`config.mk`:
```
export PLATFORM = sky130hd
export DESIGN_NAME = multi_channel_counter
export DESIGN_NICKNAME = d
export VERILOG_FILES = /design/src/rtl/counter_pkg.sv /design/src/rtl/counter_channel.sv /design/src/rtl/multi_channel_counter.sv
export SDC_FILE = /design/constraint.sdc
export NUM_CORES = 1
export LEC_CHECK = 0
export ABC_AREA = 1
export BUFFER_PORTS_ARGS = -buffer_cell sky130_fd_sc_hd__buf_4
export CORE_MARGIN = 2
export CORE_UTILIZATION = 54
export CTS_CLUSTER_SIZE = 16
export DETAILED_ROUTE_END_ITERATION = 8
export PLACE_DENSITY = 0.86
export SLEW_MARGIN = 20
export SYNTH_ARGS = -nofsm -noshare
export SYNTH_HDL_FRONTEND = slang
export SYNTH_SLANG_ARGS = --single-unit
export TNS_END_PERCENT = 5
```
`constraint.sdc`:
```
create_clock -name clock -period 2.2 [get_ports clock]
set_input_delay 0.22 -clock clock [delete_from_list [all_inputs] [get_ports clock]]
set_output_delay 0.22 -clock clock [all_outputs]
set_load 0.02 [all_outputs]
```
`src/rtl/counter_pkg.sv`:
```
// Shared definitions for the multi-channel counter: bound-handling modes,
// per-channel action decode and the load clamp helper.
package counter_pkg;

  // Behaviour at the count bounds.
  localparam int unsigned MODE_WRAP     = 0;
  localparam int unsigned MODE_SATURATE = 1;

  // Winning action for one channel in one cycle (clear > load > step > hold).
  typedef enum logic [1:0] {
    ACT_HOLD,
    ACT_CLEAR,
    ACT_LOAD,
    ACT_STEP
  } chan_action_e;

  // Load values above the terminal value are silently pulled down to it.
  function automatic int unsigned clamp_to_limit(input int unsigned value,
                                                 input int unsigned limit);
    return (value > limit) ? limit : value;
  endfunction

endpackage : counter_pkg

```
`src/rtl/counter_channel.sv`:
```
// One up/down counter channel: count register plus sticky overflow and
// underflow flags, bounded to [0, LIMIT], wrapping or saturating at the bounds.
module counter_channel
  import counter_pkg::*;
#(
  parameter int unsigned WIDTH    = 4,
  parameter int unsigned LIMIT    = 7,
  parameter int unsigned SATURATE = MODE_WRAP
) (
  input  logic             clock,
  input  logic             reset_n,
  input  logic             enable,
  input  logic             down,
  input  logic             load,
  input  logic [WIDTH-1:0] load_value,
  input  logic             clear,
  input  logic             flag_clr,
  output logic [WIDTH-1:0] count,
  output logic             at_limit,
  output logic             overflow,
  output logic             underflow
);

  localparam logic [WIDTH-1:0] LIMIT_V = WIDTH'(LIMIT);
  localparam logic [WIDTH-1:0] ZERO_V  = '0;
  localparam logic [WIDTH-1:0] ONE_V   = WIDTH'(1);
  localparam bit               SAT     = (SATURATE == MODE_SATURATE);

  chan_action_e     action;
  logic [WIDTH-1:0] count_d;
  logic             overflow_d;
  logic             underflow_d;

  // Pick the single winning action for this cycle.
  always_comb begin
    // NOTE: every always_comb output gets a default first, so no path can leave
    // it unassigned and infer a latch.
    action = ACT_HOLD;
    if (clear)       action = ACT_CLEAR;
    else if (load)   action = ACT_LOAD;
    else if (enable) action = ACT_STEP;
  end

  // Next-state: flag_clr drops the flags first so a same-cycle event re-sets them.
  always_comb begin
    count_d     = count;
    overflow_d  = overflow & ~flag_clr;
    underflow_d = underflow & ~flag_clr;
    unique case (action)
      ACT_CLEAR: begin
        count_d     = ZERO_V;
        overflow_d  = 1'b0;
        underflow_d = 1'b0;
      end
      ACT_LOAD: begin
        count_d = WIDTH'(clamp_to_limit(32'(load_value), LIMIT));
      end
      ACT_STEP: begin
        if (!down) begin
          if (count == LIMIT_V) begin
            overflow_d = 1'b1;
            count_d    = SAT ? LIMIT_V : ZERO_V;
          end else begin
            count_d = count + ONE_V;
          end
        end else begin
          if (count == ZERO_V) begin
            underflow_d = 1'b1;
            count_d     = SAT ? ZERO_V : LIMIT_V;
          end else begin
            count_d = count - ONE_V;
          end
        end
      end
      default: ;
    endcase
  end

  // State registers with asynchronous reset.
  always_ff @(posedge clock or negedge reset_n) begin
    // NOTE: sequential state uses non-blocking assignments so every register
    // samples the pre-edge values, independent of statement order.
    if (!reset_n) begin
      count     <= ZERO_V;
      overflow  <= 1'b0;
      underflow <= 1'b0;
    end else begin
      count     <= count_d;
      overflow  <= overflow_d;
      underflow <= underflow_d;
    end
  end

  // Terminal-count decode straight from the register, no input path.
  assign at_limit = (count == LIMIT_V);

endmodule : counter_channel

```
`src/rtl/multi_channel_counter.sv`:
```
// CHANNELS independent bounded up/down counters on one clock, with packed
// per-channel buses and a global OR of all sticky flags.
module multi_channel_counter
  import counter_pkg::*;
#(
  parameter int unsigned WIDTH    = 4,
  parameter int unsigned CHANNELS = 4,
  parameter int unsigned LIMIT    = 7,
  parameter int unsigned SATURATE = MODE_WRAP
) (
  input  logic                      clock,
  input  logic                      reset_n,
  input  logic [CHANNELS-1:0]       io_enable,
  input  logic [CHANNELS-1:0]       io_down,
  input  logic [CHANNELS-1:0]       io_load,
  input  logic [CHANNELS*WIDTH-1:0] io_load_value,
  input  logic [CHANNELS-1:0]       io_clear,
  input  logic [CHANNELS-1:0]       io_flag_clr,
  output logic [CHANNELS*WIDTH-1:0] io_count,
  output logic [CHANNELS-1:0]       io_at_limit,
  output logic [CHANNELS-1:0]       io_overflow,
  output logic [CHANNELS-1:0]       io_underflow,
  output logic                      io_any_flag
);

  // Reject parameter sets the channel logic cannot represent.
  if ((LIMIT == 0) || ((LIMIT >> WIDTH) != 0)) begin : g_bad_limit
    $fatal(1, "multi_channel_counter: LIMIT=%0d out of range for WIDTH=%0d", LIMIT, WIDTH);
  end
  if (WIDTH < 2) begin : g_bad_width
    $fatal(1, "multi_channel_counter: WIDTH=%0d must be at least 2", WIDTH);
  end
  if (CHANNELS < 1) begin : g_bad_channels
    $fatal(1, "multi_channel_counter: CHANNELS must be at least 1");
  end

  // One channel instance per bus slice.
  for (genvar ch = 0; ch < CHANNELS; ch++) begin : g_chan
    counter_channel #(
      .WIDTH    (WIDTH),
      .LIMIT    (LIMIT),
      .SATURATE (SATURATE)
    ) u_channel (
      .clock      (clock),
      .reset_n    (reset_n),
      .enable     (io_enable[ch]),
      .down       (io_down[ch]),
      .load       (io_load[ch]),
      .load_value (io_load_value[ch*WIDTH +: WIDTH]),
      .clear      (io_clear[ch]),
      .flag_clr   (io_flag_clr[ch]),
      .count      (io_count[ch*WIDTH +: WIDTH]),
      .at_limit   (io_at_limit[ch]),
      .overflow   (io_overflow[ch]),
      .underflow  (io_underflow[ch])
    );
  end

  // Summary flag for interrupt logic, built only from registered flags.
  assign io_any_flag = |(io_overflow | io_underflow);

endmodule : multi_channel_counter
```
== After elaboration in Yosys (flattened, before gate mapping) ==
Index checks and enable logic that the tools add are counted.
Storage, ports and cells
  bits in registers: 24
  word-level logic and storage cells: 118
  memory bits (read-only): 0
  output and inout port bits: 29
  memories: 0
  latch bits: 0
  bits of input ports: 38
  bits in writable memories: 0
Cells by class
  bitwise operators: 13
  $mul: 0
  reductions and logical operators: 9
  $lt $le $gt $ge: 4
  shift operators: 0
  mux-type cells: 56
  divide/modulo/power cells: 0
  equality and inequality tests: 16
  $add $sub $neg: 8
Operators by type and width (count)
  two-way mux 4 bit: 16
  case mux 4 bit (3 select lines): 4
  two-way mux 2 bit: 12
  adder 4 x 1 -> 4 bit (second input constant): 4
  == test 2 bit (second input constant): 8
  == test 4 x 3 -> 1 bit (second input constant): 4
  greater-than comparator 4 x 3 -> 1 bit (second input constant): 4
  logical NOT 4 bit: 4
  two-way mux 1 bit: 16
  case mux 1 bit (2 select lines): 8
  subtractor 4 x 1 -> 4 bit (second input constant): 4
  nonzero test 3 bit: 4
  AND 1 bit: 8
  == test 2 x 1 -> 1 bit (second input constant): 4
  NOT 1 bit: 4
  OR 4 bit: 1
  OR reduction 4 bit: 1

== Logic depth before layout (Yosys ltp) ==
  depth after elaboration: 5
  gate-level depth with buffers: 8

== Hierarchy ==
Synthesis repeated with hierarchy kept, for this count alone.
Second synthesis, totals
  cell total of the unflattened synthesis: 287
  area, all modules: 1893.1 um^2
Modules (own cells, without submodules)
  counter_channel: times used 4, area an instance 459.2 um^2, cells an instance 68
  multi_channel_counter: times used 1, area an instance 56.3 um^2, cells an instance 15

== Worst setup path after synthesis ==
Ideal clock, no wire load.
  kind: register -> register
  start point: register g_chan[3].u_channel.count[0]
  end point: register g_chan[3].u_channel.count[1]
  stages on the path, launching flop included: 6
  setup time: 0.127 ns
  buffers on the path: 0
  slack: 0.761 ns
  clock period less this slack: 1.439 ns
  arrival: 1.312 ns
  path through: dfrtp_1 > inv_1 > ha_1 > or2_2 > nand3_1 > nand3_1
On the way
  longest elaborated chain between the ends: 4
  elaborated cells between the ends (all ways): 8
  classes of those cells: add/sub: 2; eq/ne: 1; mux: 4; reduce/logical: 1
RTL lines
  start, declared: line counter_channel.sv:18  | output logic [WIDTH-1:0] count,
  start signal, assigned: line counter_channel.sv:88  | count <= count_d;
  adder 4 x 1 -> 4 bit (tied with other cells): line counter_channel.sv:64  | count_d = count + ONE_V;
  two-way mux 4 bit, on equally long branches: line counter_channel.sv:60, counter_channel.sv:67
  two-way mux 4 bit (*): line counter_channel.sv:59  | if (!down) begin
  case mux 4 bit (3 select lines) (*): line counter_channel.sv:49  | unique case (action)
Mark *: on every way between the ends. The rest lies on a longest branch, timed or not.
A chain may end at the register's enable or synchronous reset.

== Worst setup path in the final report ==
  start point: register g_chan[3].u_channel.overflow
  end point: output io_any_flag
On the way
  longest elaborated chain between the ends: 2
RTL lines
  start, declared: line counter_channel.sv:20  | output logic overflow,
  start signal, assigned: line counter_channel.sv:89  | overflow <= overflow_d;
  OR 4 bit: line multi_channel_counter.sv:60  | assign io_any_flag = |(io_overflow | io_underflow);
  OR reduction 4 bit: line multi_channel_counter.sv:60
  end, declared: line multi_channel_counter.sv:23  | output logic io_any_flag
No other way between the ends.

==> flow_metrics.py <==
metrics = {
    "timing": {
        "worst_pin_slew_ns": 0.517,
        "rsz0062_at_grt": "false",
        "finalHoldViolations": 0,
        "drv_slew": 0,
        "period_share_pct": 73.0,
        "timing.slew.headroom_pct": 65.2,
        "finClkSkew_ns": 0.00881,
        "max_freq_mhz": 622,
        "finalWorstSetupSlack_ns": 0.593,
        "fin_crit_ns": 1.61,
        "fin_tns_setup_ns": 0,
        "setup-violations-final": 0,
    },
    "clocking": {
        "path_clk_slew_ns": 0.14,
        "cts-root-buf": "clkbuf_4",
        "htree_levels": 1,
        "cts_sinks": 24,
        "numCtsBuffers": 3,
        "ctsHoldBuffers": 1,
        "cts_tree": "done",
        "insertion_delay_ns": 0.31,
        "clockBufferDepth": 2,
        "cts_setup_buffers": 0,
        "cts_resized": 0,
    },
    "global_routing": {
        "antenna_found_initial": 0,
        "grt_max_degree": 25,
        "grt_use_total_pct": 22.6,
        "grt_first_pass_wirelength_um": 7300,
        "overflow": 0,
        "grt_pass1_vias": 1765,
    },
    "placement": {
        "dp_hpwl_um": 3350,
        "gp_congestion": 0.887,
        "dp_cells": 363,
        "io_buffers": 66,
        "place_ws_ns": 0.807,
    },
    "logic_synthesis": {
        "synth-edff-count": 0,
        "synth_nets": 311,
        "syn_avg_cell_area_sq_um": 7.04,
        "netlist_area_sq_um": 1860,
        "yosysSeqAreaShare_pct": 32.2,
        "yosysTopAreaCell": "dfrtp_1",
        "synth_area_leaders": "dfrtp_1, nand2_1, nand3_1",
        "synth-seq-cells": 24,
        "yosysMostFrequentCell": "nand2_1",
        "yosys_warnings": 0,
        "synth-async-reset-ratio_pct": 100,
        "yosysTopAreaCellShare_pct": 32.2,
        "synth_ff_type": "dfrtp_1",
        "synth_commonest_cells": "nand2_1, nand3_1, dfrtp_1, inv_1, nor2_1",
        "synthCells": 265,
        "synth_cell_type_count": 30,
    },
    "route": {
        "drt_wl_total_um": 4170,
        "drc": 0,
        "vias": 1888,
        "final_antenna_net_count": 0,
        "via_per_inst": 5.13,
        "avgRoutedWirePerCell_um": 11.3,
        "drt_pass1_iterations": 4,
        "drt_iter0_drc": 130,
    },
    "floorplanning": {
        "start_util_pct": 55.9,
        "io_pins": 67,
        "core_sq_um": 3340,
        "die_w_um": 62.8,
        "die_area_sq_um": 3940,
        "std_cell_rows": 21,
        "die_h_um": 62.8,
    },
    "run": {
        "maxCapViolations": 0,
    },
    "setup_path": {
        "worstPathMaxFanout": 3,
        "startpoint_type": "flop",
        "critPathKind": "reg -> out",
        "endpoint_kind": "output pin",
        "arrival_ns": 1.39,
        "reg2regPathDepth": 5,
        "critPathRequiredTime_ns": 1.98,
    },
    "finish": {
        "instances_no_fill": 368,
        "multi_input_area_sq_um": 1040,
        "fillers": 295,
        "drive_gt1_share_pct": 28.9,
        "seq_area_sq_um": 601,
        "areaGrowthSynthToFinish_pct": 26.3,
        "n_antenna_cell": 0,
        "num-nets-final": 369,
    },
    "power_and_ir_drop": {
        "finalPower_w": 0.00115,
        "power_density_nw_per_um2": 487,
        "leakage_nw": 1.24,
        "ir_drop_mv": 0.527,
    },
    "outcome": {
        "status": "completed",
    },
    "min_path": {
        "holdPathStages": 3,
        "worstHoldPathType": "in -> reg",
    },
}
[through the flow]
step           hold WS, ns  utilization, %  cell area, sq um
2_1_floorplan      -0.0756               -              1860
6_report             0.114            70.6              2350
3_5_place_dp         0.139            69.2              2310
5_1_grt              0.115            70.6              2350
4_1_cts              0.104            70.6              2350
3_3_place_gp         0.139            69.2              2310
[registers in the layout (all words and copies together), names as in the netlist]
signal / count
g_chan.u_channel.count: 16
g_chan.u_channel.overflow: 4
g_chan.u_channel.underflow: 4
[worst max-delay path: stages (launching register included)]
cell     delay [ns]
dfrtp_1        0.42
nor4_1         0.39
nand2_1        0.10
buf_4          0.16
[cells by family after synthesis]
kind of cell | Yosys count | share of synthesized area [%]
DFF | 24 | 32.2
xor gates and xnor gates | 6 | 2.82
adders and majority gates | 8 | 5.37
buffers and inverters | 45 | 12.1
AOI/OAI and AO/OA | 31 | 9.33
and+or+nand+nor | 151 | 38.2
[cell usage in the layout, fill, tap and decap left out, drive strengths merged, types with 2 or more instances in the layout]
cell type / netlist / layout
nand2: 74 / 74
buf: 14 / 66
nand3: 41 / 41
inv: 30 / 30
dfrtp: 24 / 24
o21ai: 23 / 23
nor2: 22 / 22
nor3: 9 / 9
ha: 8 / 8
o211ai: 4 / 4
clkbuf: 0 / 4
xor2: 3 / 3
xnor2: 3 / 3
a21oi: 3 / 3
nor4: 2 / 2
[layout make-up]
type,count,area share [%]
clock buffer,4,1.54
timing repair buffer,67,21.5
sequential,24,25.5
multi-input combinational,196,44.1
inverter,31,4.94
tap,46,2.44
[power breakdown]
part | switching [W] | total (W) | leakage, nW | internal (W)
clock network | 0.000132 | 0.000233 | 0.0210 | 0.000101
registers | 0.0000547 | 0.000524 | 0.319 | 0.000470
logic | 0.000213 | 0.000389 | 0.900 | 0.000177
total | 0.000399 | 0.00115 | 1.24 | 0.000748
[routing by layer]
layer	track usage, %	wire, um	share of wire, %	vias to the layer above
met5	0	0	0	-
met4	4.44	36	0.86	0
met3	4.32	187	4.5	4
met2	41.5	2080	50	49
met1	27.5	1860	45	863
li1	-	-	-	972
[path summary, 6_finish.rpt]
check                                                   start                             to  slack, ns
worst max-delay path             g_chan[3].u_channel.overflow                    io_any_flag       0.59
worst min-delay path                        io_load_value[12]   g_chan[3].u_channel.count[0]       0.11
worst max register to register   g_chan[3].u_channel.count[0]   g_chan[3].u_channel.count[1]       0.80
worst min register to register  g_chan[2].u_channel.underflow  g_chan[2].u_channel.underflow       0.55
max in group asynchronous                             reset_n   g_chan[3].u_channel.count[3]       1.62
min in group asynchronous                             reset_n   g_chan[1].u_channel.count[0]       0.33
No activity file was read; power rests on OpenSTA's default activity.
